$ cat src/rtl/memory_stage_pkg.sv
// Shared definitions for the memory stage: FSM state type, instruction-source
// select codes, the canned instruction words and the writeback IR selector.
package memory_stage_pkg;

    // Memory access FSM: IDLE accepts a new access, WAIT holds one in flight.
    typedef enum logic {
        IDLE = 1'b0,
        WAIT = 1'b1
    } mem_state_t;

    // Instruction source select coming from the hazard/exception unit.
    localparam logic [1:0] IR_SRC_DATA   = 2'd0;
    localparam logic [1:0] IR_SRC_NOP    = 2'd1;
    localparam logic [1:0] IR_SRC_EXCEPT = 2'd2;

    // Canned instruction words injected into the pipeline.
    localparam logic [31:0] INST_NOP        = 32'h0000_0013;
    localparam logic [31:0] INST_BNE_EXCEPT = 32'hFC00_1EE3;

    // Instruction handed to writeback for a given source select. Unused
    // encodings degrade to a NOP so writeback never sees garbage.
    function automatic logic [31:0] ir_select(input logic [1:0]  src,
                                              input logic [31:0] ir_data);
        case (src)
            IR_SRC_DATA:   return ir_data;
            IR_SRC_EXCEPT: return INST_BNE_EXCEPT;
            default:       return INST_NOP;
        endcase
    endfunction

endpackage

$ cat src/rtl/memory_stage_mem_wait_timer.sv
// Wait-cycle counter for an outstanding data-memory access. Counts cycles
// spent waiting for dmem_ack and flags the last permitted cycle. MAX_WAIT of
// zero disables the timeout flag entirely.
module mem_wait_timer #(
    parameter int MAX_WAIT = 255
) (
    input  logic clk,
    input  logic rst,
    input  logic clear_i,
    input  logic en_i,
    output logic timeout_o
);

    // Counter only needs to reach MAX_WAIT-1.
    localparam int CNT_W = (MAX_WAIT > 1) ? $clog2(MAX_WAIT) : 1;
    localparam int LAST  = (MAX_WAIT > 0) ? (MAX_WAIT - 1) : 0;
    localparam logic [CNT_W-1:0] LAST_CNT = LAST[CNT_W-1:0];

    logic [CNT_W-1:0] cnt_q;
    logic [CNT_W-1:0] cnt_d;

    // Next count: clear wins over increment.
    always_comb begin
        cnt_d = cnt_q;
        if (clear_i) begin
            cnt_d = '0;
        end else if (en_i) begin
            cnt_d = cnt_q + CNT_W'(1);
        end
    end

    // Count register.
    always_ff @(posedge clk) begin
        if (rst) begin
            cnt_q <= '0;
        end else begin
            cnt_q <= cnt_d;
        end
    end

    // Timeout fires on the final allowed wait cycle.
    assign timeout_o = (MAX_WAIT != 0) && (cnt_q == LAST_CNT);

endmodule

$ cat src/rtl/memory_stage.sv
// Memory pipeline stage. Latches the instruction coming out of execute,
// performs the LD/LDR/ST data-memory access over a req/ack handshake, stalls
// upstream while the access is outstanding, aborts hung accesses with an
// exception and presents the result to writeback.
module memory_stage
    import memory_stage_pkg::*;
#(
    parameter int MAX_WAIT = 255
) (
    input  logic        clk,
    input  logic        rst,
    input  logic [1:0]  ir_src_mem,
    input  logic        op_ld_or_ldr,
    input  logic        op_st,
    input  logic        rf_w_mux_jump,
    input  logic [31:0] pc,
    input  logic [31:0] ir,
    input  logic [31:0] y,
    input  logic [31:0] d,
    output logic        stall,
    output logic        dmem_req,
    output logic        dmem_we,
    output logic [31:0] dmem_addr,
    output logic [31:0] dmem_wdata,
    input  logic        dmem_ack,
    input  logic [31:0] dmem_rdata,
    output logic [31:0] pc_next,
    output logic [31:0] ir_next,
    output logic [31:0] y_next,
    output logic [31:0] mdata_next,
    output logic        op_ld_or_ldr_next,
    output logic        rf_w_mux_jump_next,
    output logic        mem_err
);

    // Stage registers.
    logic [31:0] pc_q;
    logic [31:0] ir_q;
    logic [31:0] y_q;
    logic [31:0] d_q;
    logic        ld_q;
    logic        st_q;
    logic        jmp_q;

    mem_state_t  state_q;
    mem_state_t  state_d;

    logic        src_data;
    logic        in_wait;
    logic        req;
    logic        complete;
    logic        timeout;
    logic        tmr_timeout;

    // Handshake decode. Once in WAIT the request is committed and no longer
    // depends on ir_src_mem; addr/we/wdata stay stable because stall freezes
    // the stage registers that drive them.
    always_comb begin
        src_data = (ir_src_mem == IR_SRC_DATA);
        in_wait  = (state_q == WAIT);
        req      = in_wait | ((ld_q | st_q) & src_data);
        complete = req & dmem_ack;
        timeout  = in_wait & ~dmem_ack & tmr_timeout;
        stall    = req & ~dmem_ack & ~timeout;
    end

    mem_wait_timer #(
        .MAX_WAIT (MAX_WAIT)
    ) u_wait_timer (
        .clk       (clk),
        .rst       (rst),
        .clear_i   (~in_wait),
        .en_i      (in_wait & ~dmem_ack),
        .timeout_o (tmr_timeout)
    );

    // FSM next state: enter WAIT on an unacknowledged issue, leave on ack or
    // timeout.
    always_comb begin
        state_d = state_q;
        case (state_q)
            IDLE: if (req && !dmem_ack) state_d = WAIT;
            WAIT: if (complete || timeout) state_d = IDLE;
            default: state_d = IDLE;
        endcase
    end

    // FSM state register; a reset mid-access abandons the request.
    always_ff @(posedge clk) begin
        if (rst) begin
            state_q <= IDLE;
        end else begin
            state_q <= state_d;
        end
    end

    // Control part of the stage register: reset to a NOP with no side effects.
    always_ff @(posedge clk) begin
        if (rst) begin
            ir_q  <= INST_NOP;
            ld_q  <= 1'b0;
            st_q  <= 1'b0;
            jmp_q <= 1'b0;
        end else if (!stall) begin
            ir_q  <= ir;
            ld_q  <= op_ld_or_ldr;
            st_q  <= op_st;
            jmp_q <= rf_w_mux_jump;
        end
    end

    // Datapath part of the stage register: no reset needed, control gates use.
    always_ff @(posedge clk) begin
        if (!stall) begin
            pc_q <= pc;
            y_q  <= y;
            d_q  <= d;
        end
    end

    // Memory port drive: word-aligned address, store data straight from d.
    always_comb begin
        dmem_req   = req;
        dmem_we    = req & st_q;
        dmem_addr  = {y_q[31:2], 2'b00};
        dmem_wdata = d_q;
        mem_err    = timeout;
    end

    // Writeback outputs: bubble while stalled, exception on timeout, otherwise
    // the latched instruction filtered by ir_src_mem.
    always_comb begin
        pc_next    = pc_q;
        y_next     = y_q;
        mdata_next = (complete & ld_q) ? dmem_rdata : 32'h0;
        if (stall) begin
            ir_next            = INST_NOP;
            op_ld_or_ldr_next  = 1'b0;
            rf_w_mux_jump_next = 1'b0;
        end else if (timeout) begin
            ir_next            = INST_BNE_EXCEPT;
            op_ld_or_ldr_next  = 1'b0;
            rf_w_mux_jump_next = 1'b0;
        end else begin
            ir_next            = ir_select(ir_src_mem, ir_q);
            op_ld_or_ldr_next  = ld_q & src_data;
            rf_w_mux_jump_next = jmp_q & src_data;
        end
    end

endmodule

$ cat config.mk
export PLATFORM = sky130hd
export DESIGN_NAME = memory_stage
export DESIGN_NICKNAME = d
export VERILOG_FILES = /design/src/rtl/memory_stage_pkg.sv /design/src/rtl/memory_stage_mem_wait_timer.sv /design/src/rtl/memory_stage.sv
export SDC_FILE = /design/constraint.sdc
export NUM_CORES = 1
export LEC_CHECK = 0
export ABC_AREA = 1
export CAP_MARGIN = 20
export CELL_PAD_IN_SITES_DETAIL_PLACEMENT = 0
export CELL_PAD_IN_SITES_GLOBAL_PLACEMENT = 1
export CORE_MARGIN = 3
export CORE_UTILIZATION = 26
export CTS_CLUSTER_DIAMETER = 30
export DETAILED_ROUTE_END_ITERATION = 6
export GPL_TIMING_DRIVEN = 0
export PLACE_DENSITY_LB_ADDON = 0.1
export SETUP_SLACK_MARGIN = 0.5
export SYNTH_ARGS = -nofsm -noshare
export SYNTH_HDL_FRONTEND = slang
export SYNTH_HIERARCHICAL = 1
export SYNTH_SLANG_ARGS = --single-unit
$ cat constraint.sdc
create_clock -name clk -period 2.85 [get_ports clk]
set_input_delay 0.57 -clock clk [delete_from_list [all_inputs] [get_ports clk]]
set_output_delay 0.57 -clock clk [all_outputs]
set_load 0.03 [all_outputs]
==> out/qor.yml <==
power_density_nw_per_um2: 518.3
cp.arrival_ns: 2.13
numCtsBuffers: 17
clock-skew-final_ns: 0.008948
slew_headroom: 0.6571
overflow: 0
syn_area_per_cell_um2: 10.10
status: "complete, no violations"
dieArea_um2: 23770
sequentialPowerShare: 0.411
areaGrowthSynthToFinish_pct: 95.05
diodes: 0
required_ns: 2.28
drc: 0
initial_core_util: 0.2681
antenna_found_initial: 0
grt_pass1_wl_um: 31640
crit_top_cell: "nand4_1"
wl_per_cell_um: 17.06
multi_input_area_um2: 1682
tightest_slew_ns: 0.5144
core-area_um2: 21290
synth_simple_gate_area_frac: 0.1846
grt_max_degree: 53
fmax_mhz: 370.4
finalPower_uw: 5770
cpPeakStageDelay_ns: 0.34
switching_share: 0.2693
netlist_instances: 565
ant_nets: 0
cts.sinks: 140
gr-usage-all-layers: 0.1765
cts_root_buffer: "clkbuf_16"
critPathLaunchType: "flop"
synth_top_area_cell: "edfxtp_1"
cts.path.max_buffers: 2
fin_crit_ns: 2.700
cp_slowest_cell: "dfxtp_4"
ir_worst_vdd_v: 0.0002807
synth-seq-cells: 140
hp-class: "flop to flop"
final_common_cell: "clkdlybuf4s50_1"
dr_total_vias: 5263
synthXorXnorAreaFrac: 0
grt_pass1_vias: 5121
final_nets: 1155
yosysWarningCount: 6
fillers: 1945
critPathKind: "flop to primary output"
fin_util: 0.5230
port_buffers: 363
htreeDepth: 4
switchingPower_uw: 1554
cap_violations: 0
pwr-share-comb: 0.214
rr_startpoint: "u_wait_timer/cnt_q[0]$_SDFFE_PP0P_"
endpoint_kind: "primary output"
critPathLaunch: "u_wait_timer/cnt_q[0]$_SDFFE_PP0P_"
yosysSeqAreaShare: 0.6594
stdcell_area_um2: 11130
fp-row-count: 53
muxShareOfSynthArea: 0
hold_viol: 0
hold_slack_ns: 0.4713
cts_tree: "built"
ys_top_cells_by_area: "edfxtp_1 (51%), dfxtp_1 (15%), nor2_1 (8.3%)"
synth_top_area_frac: 0.5050
setup_violations: 0
rsz0062_at_grt: "true"
place_congestion: 0.7426
synth_top_family_by_area: "simple AND/OR/NAND/NOR gates"
p_int_uw: 4216
layout-drive-gt1-share: 0.2558
critPathMaxFanout: 3
die_h_um: 154.2
insertion_delay_ns: 0.42
ctsHoldBuffers: 0
wl_um: 21710
io_pins: 366
layout_common_cells: "clkdlybuf4s50_1 (290), nor2_1 (105), edfxtp_1 (96)"
place_hpwl_um: 16150
clk_pin_slew_worst_paths_ns: 0.06
syn_area_um2: 5708
firstDrtPassIters: 4
via_per_inst: 4.138
synth-compound-area-share: 0.03332
synth.distinct_cells: 24
crit_chain: "inv_2, ha_4, nand4_1, nor3_4, buf_4, nand3b_4, nand4_1, nor2_2, buf_6"
fin_crit_sh: 0.9473
drtIter0Drc: 305
leakagePower_uw: 0.004924
final-seq-area_um2: 3776
placed_cell_area_um2: 9743
min-delay-start: "ir_q[1]$_SDFFE_PP1N_"
dieWidth_um: 154.2
drv_slew: 0
pwr-share-clk: 0.375
synthAdderAreaFrac: 0.004384
## cells by family (layout without fill, tap and decap cells)
family                     count (synthesis)  in the layout
adders and majority gates                  2              2
DFF                                      140            140
AOI/OAI and AO/OA                         38             38
and+or+nand+nor                          247            248
other                                      1              2
buffers and inverters                    137            567
## flip-flops by register name (all words and copies together), names as in the netlist
signal              count
dmem_wdata             32
in_wait                 1
ir_q                   32
jmp_q                   1
ld_q                    1
pc_next                32
st_q                    1
u_wait_timer/cnt_q      8
y_next                 32
## final cells by class
cell class / instances / area share
repair buffers: 399 / 0.3596
flip-flops and latches: 140 / 0.3392
multi-input cells: 290 / 0.1510
plain buffers: 54 / 0.03978
clock buffers: 18 / 0.03855
well taps: 275 / 0.03091
inverters: 83 / 0.02798
clock inverters: 13 / 0.01292
## final timing paths
| check | slack, ns | cells past startpoint | to |
|---|---|---|---|
| setup / recovery | 0.15 | 9 | ir_next[25] |
| hold / removal | 0.47 | 2 | ir_q[1]$_SDFFE_PP1N_ |
| hold reg to reg | 0.47 | 2 | ir_q[1]$_SDFFE_PP1N_ |
| setup reg to reg | 0.60 | 11 | pc_next[11]$_DFFE_PN_ |
## per-layer routing
metal / routed length [um] / track usage / vias up
met1: 8892 / 0.2193 / 2413
met2: 10950 / 0.3045 / 225
met5: 0 / 0 / -
met3: 1651 / 0.05291 / 13
met4: 210 / 0.03701 / 0
li1: - / - / 2612
## through the flow
step | setup TNS, ns | std cells | setup slack (ns)
final | 0 | 1272 | 0.1503
after global routing | 0 | 1272 | 0.02781
after CTS | 0 | 1266 | 0.05990
after detailed placement | -35.52 | 1204 | -1.041
after global placement | -36.18 | 1204 | -1.052
after floorplan | 0 | 566 | 0.4850
## cell usage after synthesis (all sizes together)
library cell and number:
a21oi 10, buf 48, clkbuf 6, clkinv 1
conb 1, dfxtp 44, edfxtp 96, ha 2
inv 82, nand2 71, nand3 40, nand3b 1
nand4 4, nor2 129, nor3 2, o21ai 28
## worst max-delay path, delay by kind of cell, from the launching register on
| kind | cells | cell delay [ns] |
|---|---|---|
| adder cells (fa/ha/maj) | 1 | 0.12 |
| flip-flops | 1 | 0.34 |
| AND/OR/NAND/NOR | 5 | 0.89 |
| buffers and inverters | 3 | 0.36 |
## power by group through the flow
| stage | sequential (uW) | clock (uW) | combinational, uW |
|---|---|---|---|
| after global placement | 2410 | 0 | 1130 |
| final | 2370 | 2160 | 1240 |
| after global routing | 2380 | 2320 | 1300 |
| after floorplan | 2610 | 0 | 330 |
| after detailed placement | 2410 | 0 | 1130 |
| after CTS | 2370 | 2230 | 1230 |
## what timing repair did
item	CTS	global route
pin swaps	23	7
endpoints found under the setup margin	70	124
setup buffers	23	4
gates resized for setup	526	46
cloned	8	2
(Power assumes the default switching activity.)
